--- config.mk ---
export PLATFORM = sky130hd
export DESIGN_NAME = store_buffer_ctrl
export DESIGN_NICKNAME = d
export VERILOG_FILES = /design/src/rtl/store_pkg.sv /design/src/rtl/store_lane_fmt.sv /design/src/rtl/store_buffer_ctrl.sv
export SDC_FILE = /design/constraint.sdc
export NUM_CORES = 1
export LEC_CHECK = 0
export CAP_MARGIN = 0
export CORE_ASPECT_RATIO = 1.1
export CORE_MARGIN = 2
export CORE_UTILIZATION = 51
export CTS_CLUSTER_DIAMETER = 100
export CTS_CLUSTER_SIZE = 20
export DETAILED_ROUTE_END_ITERATION = 12
export HOLD_SLACK_MARGIN = 0.06
export PLACE_DENSITY_LB_ADDON = 0.1
export SLEW_MARGIN = 20
export SYNTH_ARGS = -nofsm -noshare
export SYNTH_HDL_FRONTEND = slang
export SYNTH_HIERARCHICAL = 1
export SYNTH_SLANG_ARGS = --single-unit
--- constraint.sdc ---
create_clock -name clk -period 3.8 [get_ports clk]
set_clock_uncertainty 0.2 [all_clocks]
set_input_delay 0.57 -clock clk [delete_from_list [all_inputs] [get_ports clk]]
set_output_delay 0.57 -clock clk [all_outputs]
set_load 0.01 [all_outputs]
--- src/rtl/store_pkg.sv ---
// rtl/store_pkg.sv - shared store-buffer types: request source, queued entry, drain state
package store_pkg;

  typedef enum logic [1:0] {
    ST_SB = 2'b00,
    ST_SH = 2'b01,
    ST_SW = 2'b10
  } store_src_e;

  typedef struct packed {
    logic [29:0] wordAddr;
    logic [31:0] data;
    logic [3:0]  be;
  } st_entry_t;

  typedef enum logic {
    IDLE  = 1'b0,
    ISSUE = 1'b1
  } drain_state_e;

endpackage

--- src/rtl/store_lane_fmt.sv ---
// rtl/store_lane_fmt.sv - lane replication, byte enables and misalignment detect for one store
module store_lane_fmt
  import store_pkg::*;
(
  input  logic [1:0]  storeSrc,
  input  logic [31:0] storeAddress,
  input  logic [31:0] writeData,
  output logic [31:0] fmtData,
  output logic [3:0]  fmtBe,
  output logic        misaligned
);

  // Encoding 2'b11 falls through to the word case.
  always_comb begin
    fmtData    = writeData;
    fmtBe      = 4'b1111;
    misaligned = (storeAddress[1:0] != 2'b00);
    case (store_src_e'(storeSrc))
      ST_SB: begin
        fmtData    = {4{writeData[7:0]}};
        fmtBe      = 4'b0001 << storeAddress[1:0];
        misaligned = 1'b0;
      end
      ST_SH: begin
        fmtData    = {2{writeData[15:0]}};
        fmtBe      = storeAddress[1] ? 4'b1100 : 4'b0011;
        misaligned = storeAddress[0];
      end
      default: ;
    endcase
  end

endmodule

--- src/rtl/store_buffer_ctrl.sv ---
// rtl/store_buffer_ctrl.sv - posted-store FIFO drained to memory over req/ack
// Optional STORE_FWD_EN adds loadAddress/loadHit for load-hazard detection.
module store_buffer_ctrl
  import store_pkg::*;
#(
  parameter int DEPTH = 4
) (
  input  logic        clk,
  input  logic        reset,
  input  logic        storeValid,
  output logic        storeReady,
  input  logic [1:0]  storeSrc,
  input  logic [31:0] storeAddress,
  input  logic [31:0] writeData,
  output logic        misalignedErr,
  output logic        memReq,
  input  logic        memAck,
  output logic [31:0] memAddr,
  output logic [31:0] memWData,
  output logic [3:0]  memByteEn,
  output logic        empty,
  output logic        full
`ifdef STORE_FWD_EN
  ,
  input  logic [31:0] loadAddress,
  output logic        loadHit
`endif
);

  localparam int CNT_W = $clog2(DEPTH) + 1;
  localparam int PTR_W = $clog2(DEPTH);

  st_entry_t          entries [DEPTH];
  logic [PTR_W-1:0]   rd_ptr, wr_ptr;
  logic [CNT_W-1:0]   count, count_next;
  drain_state_e       state, state_next;
  logic [31:0]        fmt_data;
  logic [3:0]         fmt_be;
  logic               misaligned;
  logic               handshake, push, pop;
  st_entry_t          head;

  store_lane_fmt u_fmt (
    .storeSrc     (storeSrc),
    .storeAddress (storeAddress),
    .writeData    (writeData),
    .fmtData      (fmt_data),
    .fmtBe        (fmt_be),
    .misaligned   (misaligned)
  );

  assign full       = (count == CNT_W'(DEPTH));
  assign storeReady = !full;
  assign handshake  = storeValid && storeReady;
  assign push       = handshake && !misaligned;
  assign pop        = (state == ISSUE) && memAck;
  assign empty      = (count == '0) && (state == IDLE);
  assign head       = entries[rd_ptr];

  always_comb begin
    count_next = count;
    if (push && !pop)
      count_next = count + 1'b1;
    else if (!push && pop)
      count_next = count - 1'b1;
  end

  // Stay in ISSUE whenever anything remains after this cycle so a steady
  // push+pop stream keeps memReq high with no bubble.
  always_comb begin
    state_next = state;
    memReq     = 1'b0;
    case (state)
      IDLE: begin
        if (count != '0)
          state_next = ISSUE;
      end
      ISSUE: begin
        memReq = 1'b1;
        if (memAck && (count_next == '0))
          state_next = IDLE;
      end
    endcase
  end

  assign memAddr   = memReq ? {head.wordAddr, 2'b00} : 32'h0;
  assign memWData  = memReq ? head.data : 32'h0;
  assign memByteEn = memReq ? head.be : 4'h0;

  always_ff @(posedge clk or posedge reset) begin
    if (reset) begin
      state         <= IDLE;
      count         <= '0;
      rd_ptr        <= '0;
      wr_ptr        <= '0;
      misalignedErr <= 1'b0;
    end else begin
      state         <= state_next;
      count         <= count_next;
      misalignedErr <= handshake && misaligned;
      if (push)
        wr_ptr <= wr_ptr + 1'b1;
      if (pop)
        rd_ptr <= rd_ptr + 1'b1;
    end
  end

  // Storage needs no reset: count gates every read.
  always_ff @(posedge clk) begin
    if (push)
      entries[wr_ptr] <= '{wordAddr: storeAddress[31:2], data: fmt_data, be: fmt_be};
  end

`ifdef STORE_FWD_EN
  always_comb begin
    loadHit = 1'b0;
    for (int i = 0; i < DEPTH; i++) begin
      if ((CNT_W'(i) < count) &&
          ({entries[rd_ptr + PTR_W'(i)].wordAddr, 2'b00} == (loadAddress & ~32'h3)))
        loadHit = 1'b1;
    end
  end
`endif

endmodule

-- Yosys cells after proc, flatten, opt, wreduce, memory -nomap -nowiden
Memory sizes are Yosys's and may differ from the RTL's.
Index checks and enable logic that the tools add are counted.
- bits in registers: 9
- RAM bits: 264
- input port bits: 70
- output and inout port bits: 73
- logic and storage cells: 46
- memories: 1
- add/subtract/negate cells: 4
- eq/ne operators: 2
- shift-type cells: 1
- muxes and demuxes: 15
- bitwise logic cells: 1
- reductions and logical operators: 17
- memories (memory ; depth ; width ; rd ports ; clocked after memory_dff ; wr ports ; line ; source):
    entries ; 4 ; 66 ; 1 ; 0 ; 1 ; store_buffer_ctrl.sv:33 ; st_entry_t entries [DEPTH];
- operator list (operator ; number):
    $mux W32 ; 2
    $pmux W32 S2 ; 1
    $logic_and A1 B1 Y1 ; 8
    $mux W4 ; 2
    $pmux W4 S2 ; 1
    $logic_not A3 Y1 ; 2
    $mux W3 ; 2
    $mux W1 ; 5
    $add A2 B1 Y2 const B ; 2
    $logic_not A1 Y1 ; 4
    $pmux W1 S2 ; 2
    $shl A1 B2 Y4 const A ; 1
    $add A3 B1 Y3 const B ; 1
    $eq A3 B3 Y1 const B ; 1
    $reduce_bool A3 Y1 ; 1
    $sub A3 B1 Y3 const B ; 1
    $eq A2 B1 Y1 const B ; 1
    $logic_not A2 Y1 ; 1
    $reduce_bool A2 Y1 ; 1
    $not A1 Y1 ; 1

-- Longest topological paths before layout
Gate-level depths: netlist of run 1.
- depth after elaboration: 12
- depth in mapped cells: 6
- mapped depth without buffers: 6

-- By module
The synthesis of run 1 kept the hierarchy.
- by module, submodules not included (module ; instances ; cells each ; area each (sq um) ; sequential area each (sq um)):
    store_buffer_ctrl ; 1 ; 480 ; 10583.9 ; 8152.8
    store_lane_fmt ; 1 ; 63 ; 521.8 ; 0.0

-- Worst setup path before layout of run 1
Ideal clock, no wire load.
- path type: input-to-reg
- from: input storeSrc[1]
- to: memory entries[0][0] (netlist name) (enable)
- library setup time: 0.431 ns
- data arrival time: 2.837 ns
- required time: 3.169 ns
- setup slack: 0.332 ns
- stages: 5
- path buffers: 1
- cells stage by stage: clkbuf_4 > a21oi_1 > nor2_1 > nor2_2 > and2_1
- longest elaborated chain between the ends: 6
- elaborated cells on any way between the ends: 7
- classes of those cells: eq/ne (1); mux (3); reduce/logical (3)
- ends and longest elaborated chain (what ; line ; source):
    start: declaration ; store_buffer_ctrl.sv:12 ; input logic [1:0] storeSrc,
    $eq A2 B1 Y1 / $logic_not A2 Y1 (equally long branches) ; store_lane_fmt.sv:18 ; case (store_src_e'(storeSrc))
    $pmux W1 S2 * ; store_lane_fmt.sv:18 ;
    named net misaligned ; store_buffer_ctrl.sv:39 ; logic misaligned;
    $logic_not A1 Y1 * ; store_buffer_ctrl.sv:55 ; assign push = handshake && !misaligned;
    $logic_and A1 B1 Y1 * ; store_buffer_ctrl.sv:55 ;
    $mux W1 * ; store_buffer_ctrl.sv:110 ; if (push)
    $mux W1 (implied by the code) * ; store_buffer_ctrl.sv:111 ; entries[wr_ptr] <= '{wordAddr: storeAddress[31:2], data: fmt_data, be: fmt_be};
    end: declaration ; store_buffer_ctrl.sv:33 ;
The timed path passes the listed nets; every way through them passes the cells marked *.

-- Worst setup path after layout of run 1
- from: register rd_ptr[0]
- to: output memWData[25]
- longest elaborated chain between the ends: 2
- ends and longest elaborated chain (what ; line ; source):
    start: declaration ; store_buffer_ctrl.sv:34 ; logic [PTR_W-1:0] rd_ptr, wr_ptr;
    start signal: assignment ; store_buffer_ctrl.sv:104 ; rd_ptr <= rd_ptr + 1'b1;
    $mem_v2 Z4 W66 ; - ;
    $mux W32 ; store_buffer_ctrl.sv:87 ; assign memWData = memReq ? head.data : 32'h0;
    end: declaration ; store_buffer_ctrl.sv:19 ; output logic [31:0] memWData,
Every way passes these cells.

==> reports/results.tsv, run 1 <==
stage	metric	value	unit
status	status	completed	
floorplan	core	21370	um2
clock_tree	clkTransAtPathRegs	0.08	ns
clock_tree	cts-resized-gates	0	
synthesis	syn-instance-count	543	
global_routing	grt_max_degree	42	
final_layout	diodes	0	
timing	fmaxAchievable	285.5	MHz
floorplan	dieArea	22970	um2
global_routing	antenna_found_initial	0	
route	drtIter0Drc	270	
timing	whs	0.1676	ns
route	drcViolationCount	0	
synthesis	synth.avg_cell_area	20.45	um2
route	wl_per_cell	21.56	um
critical_path	arrival	2.73	ns
clock_tree	cts_setup_buffers	0	
global_routing	grt_overflow_total	0	
critical_path	worstPathRequired	3.03	ns
power_and_ir_drop	vdd_drop_max	374.3	uV
timing	slew_headroom	0.5873	
final_layout	instances_no_fill	984	
worst_hold_path	hold_class	in -> async	
power_and_ir_drop	power_density	689.1	nW/um2
timing	finalCriticalPeriod	3.503	ns
route	num_vias	5356	
synthesis	ys_seq_area_frac	0.7341	
floorplan	pin_count	143	
floorplan	die_y	158.8	um
placement	post_dp_cell_area	12850	um2
timing	tightest_slew	0.6190	ns
route	wirelength	21.21	mm
synthesis	ys_types	41	
route	dr.pass1.iters	5	
clock_tree	cts_sinks	273	
run	drv_cap	0	
critical_path	critPathMaxFanout	21	
final_layout	drive_above_1_share	0.1945	
global_routing	grtUsageTotal	0.1885	
timing	setup_viol_count_final	0	
synthesis	ys_seq_elements	273	
timing	rsz0062_at_grt	false	
clock_tree	clock_path_buffers	3	
clock_tree	clock_latency	0.49	ns
clock_tree	htreeDepth	1	
floorplan	dieWidth	144.7	um
route	ant_nets	0	
placement	hpwl	13.45	mm
clock_tree	holdBufCountCts	0	
synthesis	yosysWarnings	6	
placement	place_congestion	0.7452	
route	vias_per_cell	5.443	
final_layout	area_growth	20.03	%
critical_path	crit_path_start	rd_ptr[0]$_DFFE_PP0P_	
critical_path	crit_chain	buf_4 > mux4_2 > and2_1 > clkdlybuf4s50_1	
critical_path	crit-reg2reg-launch	count[0]$_DFF_PP0_	
placement	place.port_buffers	140	
floorplan	rows	56	
critical_path	critPathKind	reg -> out	
critical_path	path_delay_family	buffers and inverters	
timing	finalCritPeriodShare	0.9218	
critical_path	slowest_stage	dfrtp_4	
final_layout	stdcell_area	13330	um2
critical_path	endpoint_kind	output pin	
timing	setup_tns	0	ns
power_and_ir_drop	leakagePower	0.004333	uW
timing	final_hold_viol_count	0	
clock_tree	cts_tree	yes	
timing	setup_slack	0.2971	ns
placement	dp_slack	0.7489	ns
floorplan	initial_core_util	0.5197	
critical_path	cpPeakStageDelay	0.75	ns
global_routing	grt_pass1_wl	32.46	mm
critical_path	path_buf_inv	2	
critical_path	start_kind	flip-flop	
timing	slew_viol_final	0	
placement	place_inst	954	
synthesis	netlist_area	11110	um2
final_layout	fin_nets	760	
clock_tree	numCtsBuffers	17	
global_routing	grt_pass1_vias	5722	
clock_tree	clock-root-buffer	clkbuf_16	
[kinds of logic after synthesis]
kind of cell / count (synthesis) / synth area share
xor+xnor: 5 / 0.003943
fa+ha+maj: 9 / 0.009689
simple gates: 98 / 0.05228
buf+inv: 45 / 0.02738
mux: 91 / 0.1582
other cells: 1 / 0.0003377
flops: 273 / 0.7341
compound gates: 21 / 0.01408
[worst register-to-register path, cell delays in order (launching register included)]
cell and delay (ns):
dfrtp_1 0.43, inv_1 0.09, ha_1 0.24, a21bo_2 0.26
nor2_2 0.31, and2_4 0.47, buf_4 0.33
[worst paths after layout]
path / endpoint / slack (ns) / depth (start not counted)
setup / recovery: memWData[25] / 0.30 / 4
hold reg to reg: wr_ptr[1]$_DFFE_PP0P_ / 0.46 / 2
setup reg to reg: entries[2][21]$_DFFE_PP_ / 1.16 / 6
min in group clk: wr_ptr[1]$_DFFE_PP0P_ / 0.46 / 2
hold / removal: rd_ptr[1]$_DFFE_PP0P_ / 0.17 / 2
max in group asynchronous: rd_ptr[0]$_DFFE_PP0P_ / 2.91 / 2
[state kept, by name (all words and copies together) (netlist names)]
register       cells
count              3
wr_ptr             2
entries          264
rd_ptr             2
state              1
misalignedErr      1
[routing by layer]
layer,share of wire,vias to the layer above,GRT usage,wire length (um)
li1,-,2420,-,-
met1,0.43,2755,0.2597,9156
met2,0.50,155,0.3152,10580
met3,0.051,26,0.03106,1072
met4,0.019,0,0.04943,407
met5,0,-,0,0
[cells in the mapped netlist (all sizes together)]
cell,count,area (um2)
a21bo,1,10.01
a21o,2,15.01
a21oi,2,10.01
a311oi,1,8.760
and2,71,444.2
and3,1,6.260
and3b,1,8.760
buf,28,236.5
clkbuf,9,37.54
conb,1,3.750
dfrtp,9,225.2
edfxtp,264,7928
ha,7,87.58
inv,8,30.03
maj3,2,20.02
mux2,16,180.2
mux2i,9,90.09
mux4,66,1486
nand2,13,48.80
nand2b,1,6.260
nand3,1,5.000
nor2,6,32.53
nor4b,1,8.760
o2111ai,1,8.760
o211ai,2,15.01
o21ai,9,67.56
o21bai,2,15.01
o22ai,1,6.260
or2,2,12.52
or4,1,7.510
xnor2,5,43.79
[report_power, final]
group	total (uW)	leakage [uW]	switching, uW	internal (uW)
clock	1760	0.000232	906	854
combinational	3470	0.00160	1410	2050
sequential	3960	0.00250	261	3700
[placed cells by master (no fill, tap or decap), types with 2 or more instances in the layout]
master | synthesis | layout
edfxtp_1 | 264 | 264
clkdlybuf4s50_1 | 0 | 140
and2_1 | 71 | 67
mux4_2 | 66 | 66
clkbuf_16 | 0 | 17
mux2_2 | 16 | 16
nand2_1 | 13 | 13
clkbuf_1 | 8 | 11
mux2i_1 | 9 | 9
buf_4 | 12 | 9
inv_1 | 8 | 8
buf_12 | 3 | 8
ha_1 | 7 | 7
dfrtp_1 | 9 | 6
o21ai_2 | 6 | 6
xnor2_1 | 5 | 5
and2_4 | 0 | 4
nor2_1 | 4 | 4
maj3_1 | 2 | 2
o211ai_1 | 2 | 2
a21oi_1 | 2 | 2
conb_1 | 1 | 2
inv_6 | 0 | 2
dfrtp_4 | 0 | 2
a21o_1 | 2 | 2
o21bai_1 | 2 | 2
o21ai_1 | 2 | 2
[per-stage QoR]
stage | total power, uW | util
2_1_floorplan | 5948 | -
3_3_place_gp | 7506 | 0.6011
3_5_place_dp | 7553 | 0.6011
4_1_cts | 9314 | 0.6238
5_1_grt | 9655 | 0.6238
6_report | 9186 | 0.6238
[cell type report]
type	instances	area, um2
timing repair buffer	157	1629
clock buffer	28	466.7
multi-input combinational	226	2663
fill	1538	8040
tap	290	362.8
clock inverter	2	17.52
sequential	273	8162
inverter	8	30.03
Note: power is estimated with default switching activity, not from simulation.
==> run 2, diff against run 1 <==
PLACE_DENSITY = 0.72   (was unset)
PLACE_DENSITY_LB_ADDON = unset   (was 0.1)
==> run 2 against run 1 <==
Register-to-register slack worse by 0.04 ns. Combinational power increased by 1%. Via count rose by 2.4%. Wire length is 2.3% higher. Hold slack better by 0.021 ns. First-iteration DRC count is 59% higher. Clock-buffer cell count shrank 5. Final area is essentially flat. Sequential share of layout area is 0.057 points higher.
==> reports/results.tsv, run 2 (synthesis gave the netlist of run 1 again) <==
stage	metric	value	unit	change
clock_tree	htreeDepth	1		unchanged
critical_path	crit-reg2reg-launch	count[0]$_DFF_PP0_		unchanged
timing	final_hold_viol_count	0		unchanged
final_layout	fin_util	0.6232		was 0.6238
global_routing	grt_max_degree	40		was 42
critical_path	critPathKind	reg -> out		unchanged
timing	fmaxAchievable	281.8	MHz	was 285.5 MHz
final_layout	final_cell_mix	edfxtp_1 (264), clkdlybuf4s50_1 (140), and2_1 (67)		unchanged
timing	rsz0062_at_grt	false		unchanged
power_and_ir_drop	vdd_drop_max	383.0	uV	was 374.3 uV
critical_path	cpPeakStageDelay	0.80	ns	was 0.75 ns
clock_tree	cts-resized-gates	0		unchanged
final_layout	largest_register	entries		unchanged
route	wirelength	21.70	mm	was 21.21 mm
critical_path	reg2reg_slack	1.12	ns	was 1.16 ns
timing	tightest_slew	0.5752	ns	was 0.6190 ns
critical_path	reg2reg_depth	6		unchanged
power_and_ir_drop	leakagePower	0.004330	uW	was 0.004333 uW
floorplan	dieWidth	144.7	um	unchanged
floorplan	initial_core_util	0.5197		unchanged
critical_path	endpoint_kind	output pin		unchanged
floorplan	core	21370	um2	unchanged
floorplan	rows	56		unchanged
timing	slew_headroom	0.6165		was 0.5873
critical_path	critPathMaxFanout	27		was 21
clock_tree	cts_tree	yes		unchanged
clock_tree	clock_latency	0.48	ns	was 0.49 ns
route	drcViolationCount	0		unchanged
power_and_ir_drop	power	9196	uW	was 9186 uW
floorplan	die_y	158.8	um	unchanged
clock_tree	numCtsBuffers	17		unchanged
clock_tree	clock_path_buffers	3		unchanged
run	drv_cap	0		unchanged
route	ant_nets	0		unchanged
worst_hold_path	hold_class	in -> async		unchanged
final_layout	area_growth	19.92	%	was 20.03%
clock_tree	cts_setup_buffers	0		unchanged
placement	dp_slack	0.6967	ns	was 0.7489 ns
critical_path	arrival	2.78	ns	was 2.73 ns
power_and_ir_drop	power_density	690.5	nW/um2	was 689.1 nW/um2
floorplan	pin_count	143		unchanged
global_routing	grt_pass1_vias	5680		was 5,722
final_layout	diodes	0		unchanged
route	vias_per_cell	5.599		was 5.443
placement	hpwl	14.00	mm	was 13.45 mm
clock_tree	cts_sinks	273		unchanged
route	dr.pass1.iters	4		was 5
critical_path	worstPathRequired	3.03	ns	about the same
floorplan	dieArea	22970	um2	unchanged
global_routing	antenna_found_initial	0		unchanged
placement	place.port_buffers	140		unchanged
route	wl_per_cell	22.14	um	was 21.56 um
critical_path	crit_chain	buf_4 > mux4_2 > and2_1 > clkdlybuf4s50_1		unchanged
timing	slew_viol_final	0		unchanged
clock_tree	clkTransAtPathRegs	0.08	ns	about the same
status	status	completed		unchanged
global_routing	grt_overflow_total	0		unchanged
clock_tree	clock-root-buffer	clkbuf_16		unchanged
final_layout	largest_register_ffs	264		unchanged
timing	setup_viol_count_final	0		unchanged
final_layout	fin_nets	762		was 760
critical_path	crit_path_start	rd_ptr[0]$_DFFE_PP0P_		unchanged
route	num_vias	5487		was 5,356
final_layout	layout_commonest_cell	edfxtp_1		unchanged
critical_path	reg2reg_to	entries[3][24]$_DFFE_PP_		was entries[2][21]$_DFFE_PP_
final_layout	largestRegisters	entries: 264 flops, count: 3 flops		unchanged
timing	finalCriticalPeriod	3.548	ns	was 3.503 ns
placement	place_congestion	0.7647		was 0.7452
timing	setup_tns	0	ns	unchanged
final_layout	drive_above_1_share	0.1971		was 0.1945
timing	setup_slack	0.2517	ns	was 0.2971 ns
critical_path	crit_end	memWData[16]		was memWData[25]
global_routing	grt_pass1_wl	32.80	mm	was 32.46 mm
critical_path	start_kind	flip-flop		unchanged
clock_tree	holdBufCountCts	0		unchanged
route	drtIter0Drc	429		was 270
global_routing	grtUsageTotal	0.1900		was 0.1885
timing	finalCritPeriodShare	0.9338		was 0.9218
critical_path	slowest_stage	dfrtp_4		unchanged
final_layout	fillers	1495		was 1,538
[run 2: cell types whose count changed in the layout (fill, tap and decap cells not counted)]
cell and change:
clkbuf_1 -5, buf_4 +2, inv_6 -1
[run 2: per-layer routing]
layer,GRT usage,wire (um),up-vias
met2,0.3119,10620,207
met4,0.02868,216,0
met5,0,0,-
li1,-,-,2412
met1,0.2811,9259,2851
met3,0.02714,1594,17
[run 2: critical path: cells and delay by family, from the launching register on]
family                 cells  cell delay, ns
DFF                        1            0.80
buffers and inverters      2            0.78
muxes                      1            0.54
and+or+nand+nor            1            0.18
[run 2: cell type report]
cell class	count	area [um2]	share of cell area
Sequential cell	273	8162	0.6128
Multi-Input combinational cell	226	2663	0.1999
Timing Repair Buffer	159	1644	0.1234
Clock buffer	23	447.9	0.03363
Tap cell	290	362.8	0.02725
Inverter	8	30.03	0.002255
Clock inverter	1	8.758	0.0006576
[run 2: worst min path at each step]
| stage | end | from | slack, ns | cells after the start |
|---|---|---|---|---|
| global route | wr_ptr[0]$_DFFE_PP0P_ | reset | 0.22 | 2 |
| finish | state$_DFF_PP0_ | reset | 0.19 | 2 |
| floorplan | count[0]$_DFF_PP0_ | reset | 0.20 | 1 |
| detailed placement | wr_ptr[0]$_DFFE_PP0P_ | wr_ptr[0]$_DFFE_PP0P_ | 0.45 | 2 |
| global placement | wr_ptr[1]$_DFFE_PP0P_ | wr_ptr[1]$_DFFE_PP0P_ | 0.40 | 2 |
| CTS | count[0]$_DFF_PP0_ | reset | 0.21 | 2 |
[run 2: where the power goes]
group / leakage, uW / switching [uW] / internal, uW
Combinational: 0.00161 / 1460 / 2060
Sequential: 0.00250 / 254 / 3700
Clock: 0.000221 / 892 / 829
Total: 0.00433 / 2610 / 6590
[run 2: metrics by stage]
| step | cell area [um2] | instances | hold slack [ns] |
|---|---|---|---|
| finish | 13320 | 980 | 0.1890 |
| global route | 13320 | 980 | 0.2175 |
| CTS | 13320 | 980 | 0.2069 |
| detailed placement | 12860 | 956 | 0.4486 |
| global placement | 12860 | 956 | 0.4046 |
| floorplan | 11110 | 544 | 0.1979 |
==> run 3, diff against run 2 <==
CORE_MARGIN = 3   (was 2)
SETUP_SLACK_MARGIN = 0.1   (was unset)
==> run 3 against run 2 <==
Clock-buffer cell count grew 5. Sequential power shrank 2%. Maximum frequency grew 2.0%. Clock power grew 3%. Global-route usage shrank 0.81 points. Register-to-register slack lost 0.21 ns. First-iteration DRC count grew 4.9%. Via count shrank 0.80%. Hold slack lost 0.017 ns. Combinational power is essentially flat. Largest power group unchanged.
==> reports/results.tsv, run 3 (synthesis gave the netlist of run 1 again) <==
stage	metric	value	unit	change
global_routing	antenna_found_initial	0		unchanged
timing	rsz0062_at_grt	false		unchanged
floorplan	dieArea	23590	um2	was 22,970 um2
final_layout	largest_register_ffs	264		unchanged
final_layout	largest_register	entries		unchanged
floorplan	core	21370	um2	unchanged
placement	place.port_buffers	140		unchanged
route	drtIter0Drc	450		was 429
clock_tree	numCtsBuffers	17		unchanged
clock_tree	clock_path_buffers	3		unchanged
global_routing	grt_max_degree	67		was 40
floorplan	initial_core_util	0.5197		unchanged
floorplan	dieWidth	146.7	um	was 144.7 um
timing	fmaxAchievable	287.6	MHz	was 281.8 MHz
critical_path	critPathKind	reg -> out		unchanged
timing	setup_viol_count_final	0		unchanged
floorplan	rows	56		unchanged
clock_tree	cts-resized-gates	0		unchanged
timing	whs	0.1717	ns	was 0.1890 ns
timing	finalCriticalPeriod	3.478	ns	was 3.548 ns
worst_hold_path	hold_class	in -> async		unchanged
critical_path	endpoint_kind	output pin		unchanged
route	wl_per_cell	21.67	um	was 22.14 um
timing	final_hold_viol_count	0		unchanged
route	num_vias	5443		was 5,487
global_routing	grt_overflow_total	0		unchanged
final_layout	fin_nets	752		was 762
critical_path	reg2reg_slack	0.91	ns	was 1.12 ns
global_routing	grtUsageTotal	0.1819		was 0.1900
route	drcViolationCount	0		unchanged
global_routing	grt_pass1_vias	5837		was 5,680
critical_path	start_kind	flip-flop		unchanged
critical_path	arrival	2.71	ns	was 2.78 ns
timing	slew_viol_final	0		unchanged
final_layout	diodes	0		unchanged
final_layout	seq_area	8159	um2	was 8162 um2
route	wirelength	21.15	mm	was 21.70 mm
final_layout	area_growth	18.79	%	was 19.92%
final_layout	final_cell_mix	edfxtp_1 (264), clkdlybuf4s50_1 (140), and2_1 (67)		unchanged
final_layout	drive_above_1_share	0.1851		was 0.1971
timing	finalCritPeriodShare	0.9152		was 0.9338
floorplan	die_y	160.8	um	was 158.8 um
placement	hpwl	12.91	mm	was 14.00 mm
global_routing	grt_pass1_wl	33.56	mm	was 32.80 mm
floorplan	pin_count	143		unchanged
route	ant_nets	0		unchanged
final_layout	fillers	1517		was 1,495
clock_tree	cts_tree	yes		unchanged
critical_path	critPathMaxFanout	16		was 27
route	vias_per_cell	5.577		was 5.599
clock_tree	clock-root-buffer	clkbuf_16		unchanged
timing	tightest_slew	1.043	ns	was 0.5752 ns
timing	slew_headroom	0.3046		was 0.6165
critical_path	worstPathRequired	3.03	ns	about the same
run	drv_cap	0		unchanged
clock_tree	holdBufCountCts	0		unchanged
route	dr.pass1.iters	4		unchanged
timing	setup_tns	0	ns	unchanged
clock_tree	cts_setup_buffers	0		unchanged
clock_tree	cts_sinks	273		unchanged
clock_tree	clkTransAtPathRegs	0.08	ns	about the same
clock_tree	clock_latency	0.48	ns	about the same
final_layout	largestRegisters	entries: 264 flops, count: 3 flops		unchanged
status	status	completed		unchanged
clock_tree	htreeDepth	1		unchanged
final_layout	multiInputGateArea	2663	um2	unchanged
placement	place_congestion	0.7591		was 0.7647
final_layout	layout_commonest_cell	edfxtp_1		unchanged
power_and_ir_drop	vdd_drop_max	430.1	uV	was 383.0 uV
power_and_ir_drop	leakagePower	0.004266	uW	was 0.004330 uW
power_and_ir_drop	power_density	694.1	nW/um2	was 690.5 nW/um2
## run 3: cell types whose count changed in the layout (fill, tap and decap cells not counted)
cell and change:
buf_12 -6, clkbuf_1 +5, buf_4 -4, dfrtp_2 +1, dfrtp_4 -1, inv_6 +1
## run 3: worst max-delay path: stages, from the launching register on
cell and delay, ns:
dfrtp_4 0.63, buf_4 0.39, mux4_2 0.55, and2_1 0.18, clkdlybuf4s50_1 0.47
## run 3: cell type report
cell class	count	share of cell area
well taps	290	0.02750
repair buffers	149	0.1132
flip-flops and latches	273	0.6185
inverters	8	0.002276
clock inverters	2	0.001328
multi-input cells	226	0.2018
clock buffers	28	0.03538
## run 3: per-layer routing
| layer | up-vias | share of wire | global-route usage |
|---|---|---|---|
| met5 | - | 0 | 0 |
| li1 | 2396 | - | - |
| met4 | 0 | 0.011 | 0.03336 |
| met3 | 19 | 0.062 | 0.02822 |
| met2 | 201 | 0.50 | 0.3048 |
| met1 | 2827 | 0.43 | 0.2607 |
## run 3: final timing paths
check                      cells after the start                   from                       end
min in group clk                               2  wr_ptr[1]$_DFFE_PP0P_     wr_ptr[1]$_DFFE_PP0P_
max                                            4  rd_ptr[0]$_DFFE_PP0P_               memAddr[15]
min reg2reg                                    2  wr_ptr[1]$_DFFE_PP0P_     wr_ptr[1]$_DFFE_PP0P_
max in group asynchronous                      2                  reset     rd_ptr[0]$_DFFE_PP0P_
min                                            2                  reset     rd_ptr[1]$_DFFE_PP0P_
max reg2reg                                    5     count[0]$_DFF_PP0_  entries[2][16]$_DFFE_PP_
## run 3: through the flow
stage | instances | setup slack (ns) | cell area (um2) | power [uW] | utilization
finish | 976 | 0.3224 | 13190 | 9158 | 0.6173
global placement | 946 | 0.5853 | 12710 | 7455 | 0.5947
CTS | 976 | 0.2477 | 13190 | 9282 | 0.6173
detailed placement | 946 | 0.4969 | 12710 | 7509 | 0.5947
floorplan | 544 | 0.3317 | 11110 | 5948 | -
global route | 976 | 0.1763 | 13190 | 9620 | 0.6173
## run 3: report_power, final
part	internal [uW]	switching [uW]
clock network	855	923
registers	3700	190
logic	2000	1490
total	6560	2600
